## config.mk

```make
export PLATFORM = sky130hd
export DESIGN_NAME = reaction_seq_ctrl
export DESIGN_NICKNAME = d
export VERILOG_FILES = /design/src/rtl/reaction_seq_ctrl.sv
export SDC_FILE = /design/constraint.sdc
export NUM_CORES = 1
export LEC_CHECK = 0
export ABC_AREA = 1
export CAP_MARGIN = 40
export CORE_ASPECT_RATIO = 1.75
export CORE_MARGIN = 2
export CORE_UTILIZATION = 40
export CTS_BUF_LIST = sky130_fd_sc_hd__clkbuf_2
export DETAILED_ROUTE_END_ITERATION = 10
export REMOVE_ABC_BUFFERS = 1
export SYNTH_ARGS = -nofsm -noshare
export SYNTH_HDL_FRONTEND = slang
export SYNTH_SLANG_ARGS = --single-unit
```

## constraint.sdc

```tcl
create_clock -name clk -period 2.2 [get_ports clk]
set_input_delay 0.22 -clock clk [delete_from_list [all_inputs] [get_ports clk]]
set_output_delay 0.22 -clock clk [all_outputs]
set_load 0.01 [all_outputs]
```

## src/rtl/reaction_seq_ctrl.sv

```systemverilog
// reaction_seq_ctrl: round sequencer for the reaction-timer game.
// Define BEST_TIME_EN to keep a best-valid-time register; otherwise best_time is all ones.
module reaction_seq_ctrl #(
    parameter int N_LEDS    = 10,
    parameter int TIME_W    = 16,
    parameter int MIN_DELAY = 250,
    parameter int MAX_TIME  = 9999
) (
    input  logic              clk,
    input  logic              rst_n,
    input  logic              tick_ms,
    input  logic              tick_hs,
    input  logic              key_n,
    input  logic [13:0]       rnd,
    output logic              lfsr_en,
    output logic [N_LEDS-1:0] ledr,
    output logic [TIME_W-1:0] react_time,
    output logic              result_valid,
    output logic              false_start,
    output logic [TIME_W-1:0] best_time
);

    typedef enum logic [2:0] {
        S_IDLE,
        S_LIGHTS,
        S_WAIT,
        S_TIMING,
        S_SHOW,
        S_FALSE
    } state_t;

    localparam logic [TIME_W-1:0] MAX_T = TIME_W'(MAX_TIME);
    localparam logic [14:0]       MIN_D = 15'(MIN_DELAY);

    state_t            state_q, state_d;
    logic              key_q;
    logic              press;
    logic [N_LEDS-1:0] ledr_q, ledr_d, alt_pat;
    logic [14:0]       delay_cnt_q, delay_cnt_d;
    logic [TIME_W-1:0] react_cnt_q, react_cnt_d, react_inc;
    logic [TIME_W-1:0] react_time_q, react_time_d;
    logic              result_valid_q, result_valid_d;

    for (genvar i = 0; i < N_LEDS; i++) begin : g_alt
        assign alt_pat[i] = (i % 2) == 1;
    end

    assign press = key_q & ~key_n;

    // Saturating ms count, including a tick that lands with the press.
    assign react_inc = (tick_ms && react_cnt_q != MAX_T)
                     ? react_cnt_q + TIME_W'(1) : react_cnt_q;

    always_comb begin
        state_d        = state_q;
        ledr_d         = ledr_q;
        delay_cnt_d    = delay_cnt_q;
        react_cnt_d    = react_cnt_q;
        react_time_d   = react_time_q;
        result_valid_d = result_valid_q;
        unique case (state_q)
            S_IDLE: begin
                ledr_d = '0;
                if (press) begin
                    state_d      = S_LIGHTS;
                    react_time_d = '0;
                end
            end
            S_LIGHTS: begin
                if (press) begin
                    state_d      = S_FALSE;
                    ledr_d       = alt_pat;
                    react_time_d = '0;
                end else if (tick_hs) begin
                    ledr_d = {ledr_q[N_LEDS-2:0], 1'b1};
                    if (ledr_q[N_LEDS-2]) begin
                        state_d     = S_WAIT;
                        delay_cnt_d = MIN_D + {1'b0, rnd};
                    end
                end
            end
            S_WAIT: begin
                if (press) begin
                    state_d      = S_FALSE;
                    ledr_d       = alt_pat;
                    react_time_d = '0;
                end else if (tick_ms) begin
                    if (delay_cnt_q <= 15'd1) begin
                        state_d      = S_TIMING;
                        ledr_d       = '0;
                        delay_cnt_d  = '0;
                        react_cnt_d  = '0;
                        react_time_d = '0;
                    end else begin
                        delay_cnt_d = delay_cnt_q - 15'd1;
                    end
                end
            end
            S_TIMING: begin
                react_cnt_d  = react_inc;
                react_time_d = react_inc;
                if (press) begin
                    state_d        = S_SHOW;
                    result_valid_d = 1'b1;
                end else if (react_inc == MAX_T) begin
                    state_d        = S_SHOW;
                    result_valid_d = 1'b0;
                end
            end
            S_SHOW: begin
                if (press) begin
                    state_d        = S_LIGHTS;
                    ledr_d         = '0;
                    react_time_d   = '0;
                    result_valid_d = 1'b0;
                end
            end
            S_FALSE: begin
                if (press) begin
                    state_d      = S_LIGHTS;
                    ledr_d       = '0;
                    react_time_d = '0;
                end
            end
            default: begin
                state_d = S_IDLE;
                ledr_d  = '0;
            end
        endcase
    end

    always_ff @(posedge clk or negedge rst_n) begin
        if (!rst_n) begin
            state_q        <= S_IDLE;
            key_q          <= 1'b1;
            ledr_q         <= '0;
            delay_cnt_q    <= '0;
            react_cnt_q    <= '0;
            react_time_q   <= '0;
            result_valid_q <= 1'b0;
        end else begin
            state_q        <= state_d;
            key_q          <= key_n;
            ledr_q         <= ledr_d;
            delay_cnt_q    <= delay_cnt_d;
            react_cnt_q    <= react_cnt_d;
            react_time_q   <= react_time_d;
            result_valid_q <= result_valid_d;
        end
    end

`ifdef BEST_TIME_EN
    logic [TIME_W-1:0] best_q, best_d;

    // react_time is frozen in SHOW, so re-applying the min is harmless.
    always_comb begin
        best_d = best_q;
        if (state_q == S_SHOW && result_valid_q && react_time_q < best_q)
            best_d = react_time_q;
    end

    always_ff @(posedge clk or negedge rst_n) begin
        if (!rst_n) best_q <= '1;
        else        best_q <= best_d;
    end

    assign best_time = best_q;
`else
    assign best_time = '1;
`endif

    assign lfsr_en      = (state_q == S_IDLE) || (state_q == S_LIGHTS);
    assign false_start  = (state_q == S_FALSE);
    assign ledr         = ledr_q;
    assign react_time   = react_time_q;
    assign result_valid = result_valid_q;

endmodule

```

Word-level counts from Yosys, hierarchy flattened

Cells that the tools add are included.

Memories: 0
Input bits: 19
Register bits after elaboration: 62
Output and inout bits: 45
Bits in read-only memories: 0
Bits in writable memories: 0
Word-level logic and storage cells: 88
Latch bits: 0

Bitwise operators: 3
Multipliers: 0
Equal/unequal tests: 22
Div/mod/pow operators: 0
Reductions and logical operators: 16
Add/subtract/negate cells: 3
Magnitude comparators: 1
Shift-type cells: 0
Muxes and demuxes: 36

Operators by type and width:

| cell                    | count |
|---|---|
| $mux W16                | 6 |
| $mux W15                | 6 |
| $mux W10                | 6 |
| $pmux W16 S3            | 1 |
| $pmux W10 S4            | 1 |
| $pmux W16 S2            | 1 |
| $pmux W15 S2            | 1 |
| $mux W3                 | 9 |
| $add A16 B1 Y16 const B | 1 |
| $eq A16 B14 Y1 const B  | 1 |
| $ne A16 B14 Y1 const B  | 1 |
| $add A8 B14 Y15 const A | 1 |
| $le A15 B1 Y1 const B   | 1 |
| $ne A3 B3 Y1 const B    | 5 |
| $sub A15 B1 Y15 const B | 1 |
| $ne A2 B2 Y1 const B    | 7 |
| $pmux W3 S4             | 1 |
| $reduce_and A6 Y1       | 2 |
| $reduce_and A4 Y1       | 2 |
| $eq A3 B2 Y1 const B    | 2 |
| $eq A3 B3 Y1 const B    | 2 |
| $ne A2 B1 Y1 const B    | 3 |
| $reduce_bool A2 Y1      | 3 |
| $reduce_and A5 Y1       | 1 |
| 13 further kinds        | 16 |

Logic depth before layout (Yosys ltp)

Depth in word-level cells: 7
Gate-level depth with buffers: 16
Mapped depth without buffers: 16

Worst setup path after synthesis

Ideal clock, no wire load.

Kind: flip-flop to flip-flop
Start point: register react_cnt_q[0]
End point: register state_q[0]
Buffers on the path: 0
Setup time: 0.116 ns
Clock period less this slack: 1.806 ns
Path slack: 0.394 ns
Cell stages (with the launch flop): 14
Required time: 2.084 ns
Arrival: 1.689 ns
Path through: dfrtp_1 -> ha_1 -> nand3_2 -> nor2_4 -> xor2_1 -> inv_1 -> nor2_1 -> nand3_1 -> nor2_1 -> nand2_1 -> nand2_2 -> nand2_1 -> nand2_1 -> nand2_1

Word-level cells in the longest chain between the ends: 6
Elaborated cells between the ends (all ways): 7
Those cells by class: 1 x add/sub; 3 x eq/ne; 1 x mux; 2 x reduce/logical

Ends and longest elaborated chain:

| element                                                 | RTL line | text |
|---|---|---|
| from (decl)                                             | 40       | `logic [TIME_W-1:0] react_cnt_q, react_cnt_d, react_inc;` |
| from (signal assigned)                                  | 146      | `react_cnt_q <= react_cnt_d;` |
| branches (longest 2 deep; another with $add A16 B1 Y16) | -        |  |
| $mux W16 (*)                                            | 52       | `? react_cnt_q + TIME_W'(1) : react_cnt_q;` |
| $eq A16 B14 Y1 (*)                                      | 105      | `end else if (react_inc == MAX_T) begin` |
| $ne A3 B3 Y1 (no line) (*)                              | -        |  |
| $reduce_and A6 Y1 (no line) (*)                         | -        |  |
| to (signal assigned)                                    | 142      | `state_q <= state_d;` |
| to (decl)                                               | 35       | `state_t state_q, state_d;` |

Mark *: on every way between the ends.
A chain may end at the register's enable or synchronous reset.

Final worst setup path

Start point: register react_cnt_q[2]
End point: register state_q[1]

The elaborated chain is that of the path after synthesis.

==> results_dict.tcl <==
set metrics [dict create \
    most_frequent_cells_in_the_layout "sky130_fd_sc_hd__nand2_1, sky130_fd_sc_hd__nor2_1, sky130_fd_sc_hd__dfrtp_1, sky130_fd_sc_hd__clkdlybuf4s50_1, sky130_fd_sc_hd__inv_1" \
    numClockSinks 62 \
    synth.top_cells.by_area "sky130_fd_sc_hd__dfrtp_1, sky130_fd_sc_hd__nand2_1, sky130_fd_sc_hd__nor2_1" \
    initialDrtViolationCount 195 \
    timing.setup.tns_ns 0 \
    clock-root-buffer "sky130_fd_sc_hd__clkbuf_2" \
    grt_util_all_layers_pct 20.2 \
    cts_tree "yes" \
    vias_in_the_first_global_route 3664 \
    max_cap_viols 0 \
    largest_net_degree_at_the_start_of_global_routing 63 \
    fin_skew_ns 0.0462 \
    postPlaceCellArea_um2 4630 \
    grt_pass1_wl_um 17000 \
    setup_viol 0 \
    yosysTopAreaCell "sky130_fd_sc_hd__dfrtp_1" \
    post_synth.cell_area_avg_um2 7.42 \
    worst-setup-path-type "reg -> reg" \
    ctsLongestPathBuffers 2 \
    fp.dieH_um 137 \
    power.density_cell_area_nw_per_um2 1070 \
    critical_path_maximum_fanout 7 \
    clkSlewWorstSetupHoldPaths_ns 0.21 \
    clock_power_share_pct 13.9 \
    dr_total_vias 3681 \
    final_common_cell "sky130_fd_sc_hd__nand2_1" \
    irDropWorstVdd_uv 431 \
    die_width_um 80.2 \
    outcome "finished, final reports clean" \
    drcViolationCount 0 \
    h_tree_depth 3 \
    syn_to_final_growth_pct 18.6 \
    fillers 1010 \
    post-route-min-period_ns 2.02 \
    synth-seq-cells 62 \
    io-pin-count 64 \
    num_rows 48 \
    grt_remaining_overflow 0 \
    crit_required_ns 2.61 \
    die-area_um2 11000 \
    share_seq_of_total_power_pct 36.5 \
    yosysUniqueCellTypes 47 \
    final_layout_size_suffix_gt1_share_pct 15.7 \
    synthDominantCellAreaShare_pct 37.6 \
    min_path_type "in -> reg" \
    max_freq_ghz 0.496 \
    gpl_wtd_cong 0.871 \
    clk_latency_ns 0.53 \
    post_synth_instance_area_um2 4060 \
    io_port_bufs 47 \
    grt.busiest_layer "met2" \
    timing_max_transition_violations_final 0 \
    layout_cell_area_excl_fill_um2 4820 \
    period_share_pct 91.6 \
    r2r.worst_path.cells 13 \
    dr.pass1.iters 4 \
    synthesis.yosys.warnings 0 \
    routedWlPerCell_um 14.3 \
    globalRouteMet3Util_pct 3.87 \
    arrival_ns 2.43 \
    share_of_synthesized_area_occupied_by_flip_flops_and_latches_pct 38.2 \
    place_ws_ns 0.0502 \
    syn-instance-count 548 \
    worstSetupEndpointType "flip-flop" \
    wirelength_um 10500 \
    hold_violations 0 \
    global_route.usage.met1_pct 21.0 \
    final.setup.worst_slack_ns 0.184 \
    cts-buffers-inserted 9 \
    detail_route.vias_per_cell 4.98 \
    design.final.nets 631 \
    antenna_found_initial 1 \
    critPathLaunchType "flip-flop" \
    whs_path_depth 1 \
    power.share.switching_pct 46.0 \
    hold-worst-slack_ns 0.144 \
    grt_util_met2_pct 37.0 \
    dp.final_hpwl_um 7910 \
    initial_core_util_pct 41.3 \
    leakagePower_nw 2.32 \
    design.core.area_um2 9850 \
    final_total_power_mw 5.15 \
    p_switching_mw 2.37 \
    post_drt_antenna_nets 0 \
    p_int_mw 2.78 \
    power.combinational.fraction_pct 49.6 \
]
## power groups by stage
stage / combinational [mW] / sequential (mW) / clock [mW]
2_1_floorplan: 1.60 / 1.87 / 0
3_3_place_gp: 2.47 / 1.88 / 0
3_5_place_dp: 2.51 / 1.89 / 0
4_1_cts: 2.52 / 1.87 / 0.745
5_1_grt: 2.87 / 1.94 / 0.786
6_report: 2.55 / 1.88 / 0.717
## metrics by stage
stage / cells / util, %
floorplan: 533 / -
global placement: 718 / 47.0
detailed placement: 718 / 47.0
CTS: 735 / 48.3
global route: 739 / 48.9
finish: 739 / 48.9
## what timing repair did
| item | in CTS | in global routing |
|---|---|---|
| setup endpoints to repair | 0 | 18 |
| hold buffers | 1 | 0 |
| hold endpoints to repair | 62 | 0 |
| buffers inserted | 0 | 2 |
| resized for setup | 0 | 14 |
## metal layers
layer | share of wire, % | up-vias
li1 | - | 1838
met5 | 0 | -
met3 | 3.1 | 34
met1 | 38 | 1716
met2 | 54 | 93
met4 | 4.4 | 0
## state kept, by name (all words and copies together), names as in the netlist
register      count
react_cnt_q      16
react_time       16
delay_cnt_q      15
ledr             10
state_q           3
key_q             1
result_valid      1
## kinds of logic (layout without fill, tap and decap cells)
family	after synthesis	after routing	synth area share (%)
XOR/XNOR	20	20	4.31
AO/OA/AOI/OAI	72	72	11.1
adder cells (fa/ha/maj)	4	4	1.23
other	1	17	0.0923
AND/OR/NAND/NOR	306	306	34.5
buffers and inverters	83	133	10.6
flip-flops	62	62	38.2
## Yosys cell counts, drive strengths merged
cell	number
a31oi	1
nor3	10
conb	1
a21oi	20
or2	5
o21ai	34
nor3b	1
a211oi	1
a22oi	6
o22ai	1
nor2b	1
inv	52
o21a	1
clkbuf	2
dfstp	1
nand3b	2
o31ai	6
nand4	6
nand3	36
clkinv	1
dfrtp	61
nor2	77
xnor2	1
xor2	19
buf	28
a21o	1
ha	4
o22a	1
nand2	168
## worst max-delay path, stage by stage (launching register included)
cell	delay, ns
sky130_fd_sc_hd__dfrtp_2	0.53
sky130_fd_sc_hd__nand2_1	0.08
sky130_fd_sc_hd__nor2_1	0.18
sky130_fd_sc_hd__nand3_1	0.09
sky130_fd_sc_hd__nor2_1	0.23
sky130_fd_sc_hd__nand3_1	0.14
sky130_fd_sc_hd__nand2_1	0.11
sky130_fd_sc_hd__nand3b_1	0.10
sky130_fd_sc_hd__nor2_1	0.11
sky130_fd_sc_hd__nand2_1	0.07
sky130_fd_sc_hd__nand2_2	0.09
sky130_fd_sc_hd__nand2_1	0.07
sky130_fd_sc_hd__nand2_1	0.06
sky130_fd_sc_hd__nand2_1	0.05
## final timing paths
check,startpoint,endpoint,slack [ns]
hold / removal,key_n,key_q,0.14
hold reg to reg,react_time[13],react_time[13],0.49
max in group asynchronous,rst_n,react_cnt_q[13],1.68
setup / recovery,react_cnt_q[2],state_q[1],0.18
setup reg to reg,react_cnt_q[2],state_q[1],0.18
min in group asynchronous,rst_n,ledr[2],0.18
## layout make-up
cell class / count / area, um2 / share of cell area, %
multi-input cells: 418 / 2170 / 44.9
clock inverters: 6 / 63.8 / 1.32
repair inverters: 1 / 7.51 / 0.156
repair buffers: 63 / 603 / 12.5
clock buffers: 10 / 50.0 / 1.04
diodes: 1 / 2.50 / 0.0519
well taps: 125 / 156 / 3.24
flip-flops and latches: 62 / 1560 / 32.3
inverters: 53 / 213 / 4.41
No activity file was read; power rests on OpenSTA's default activity.
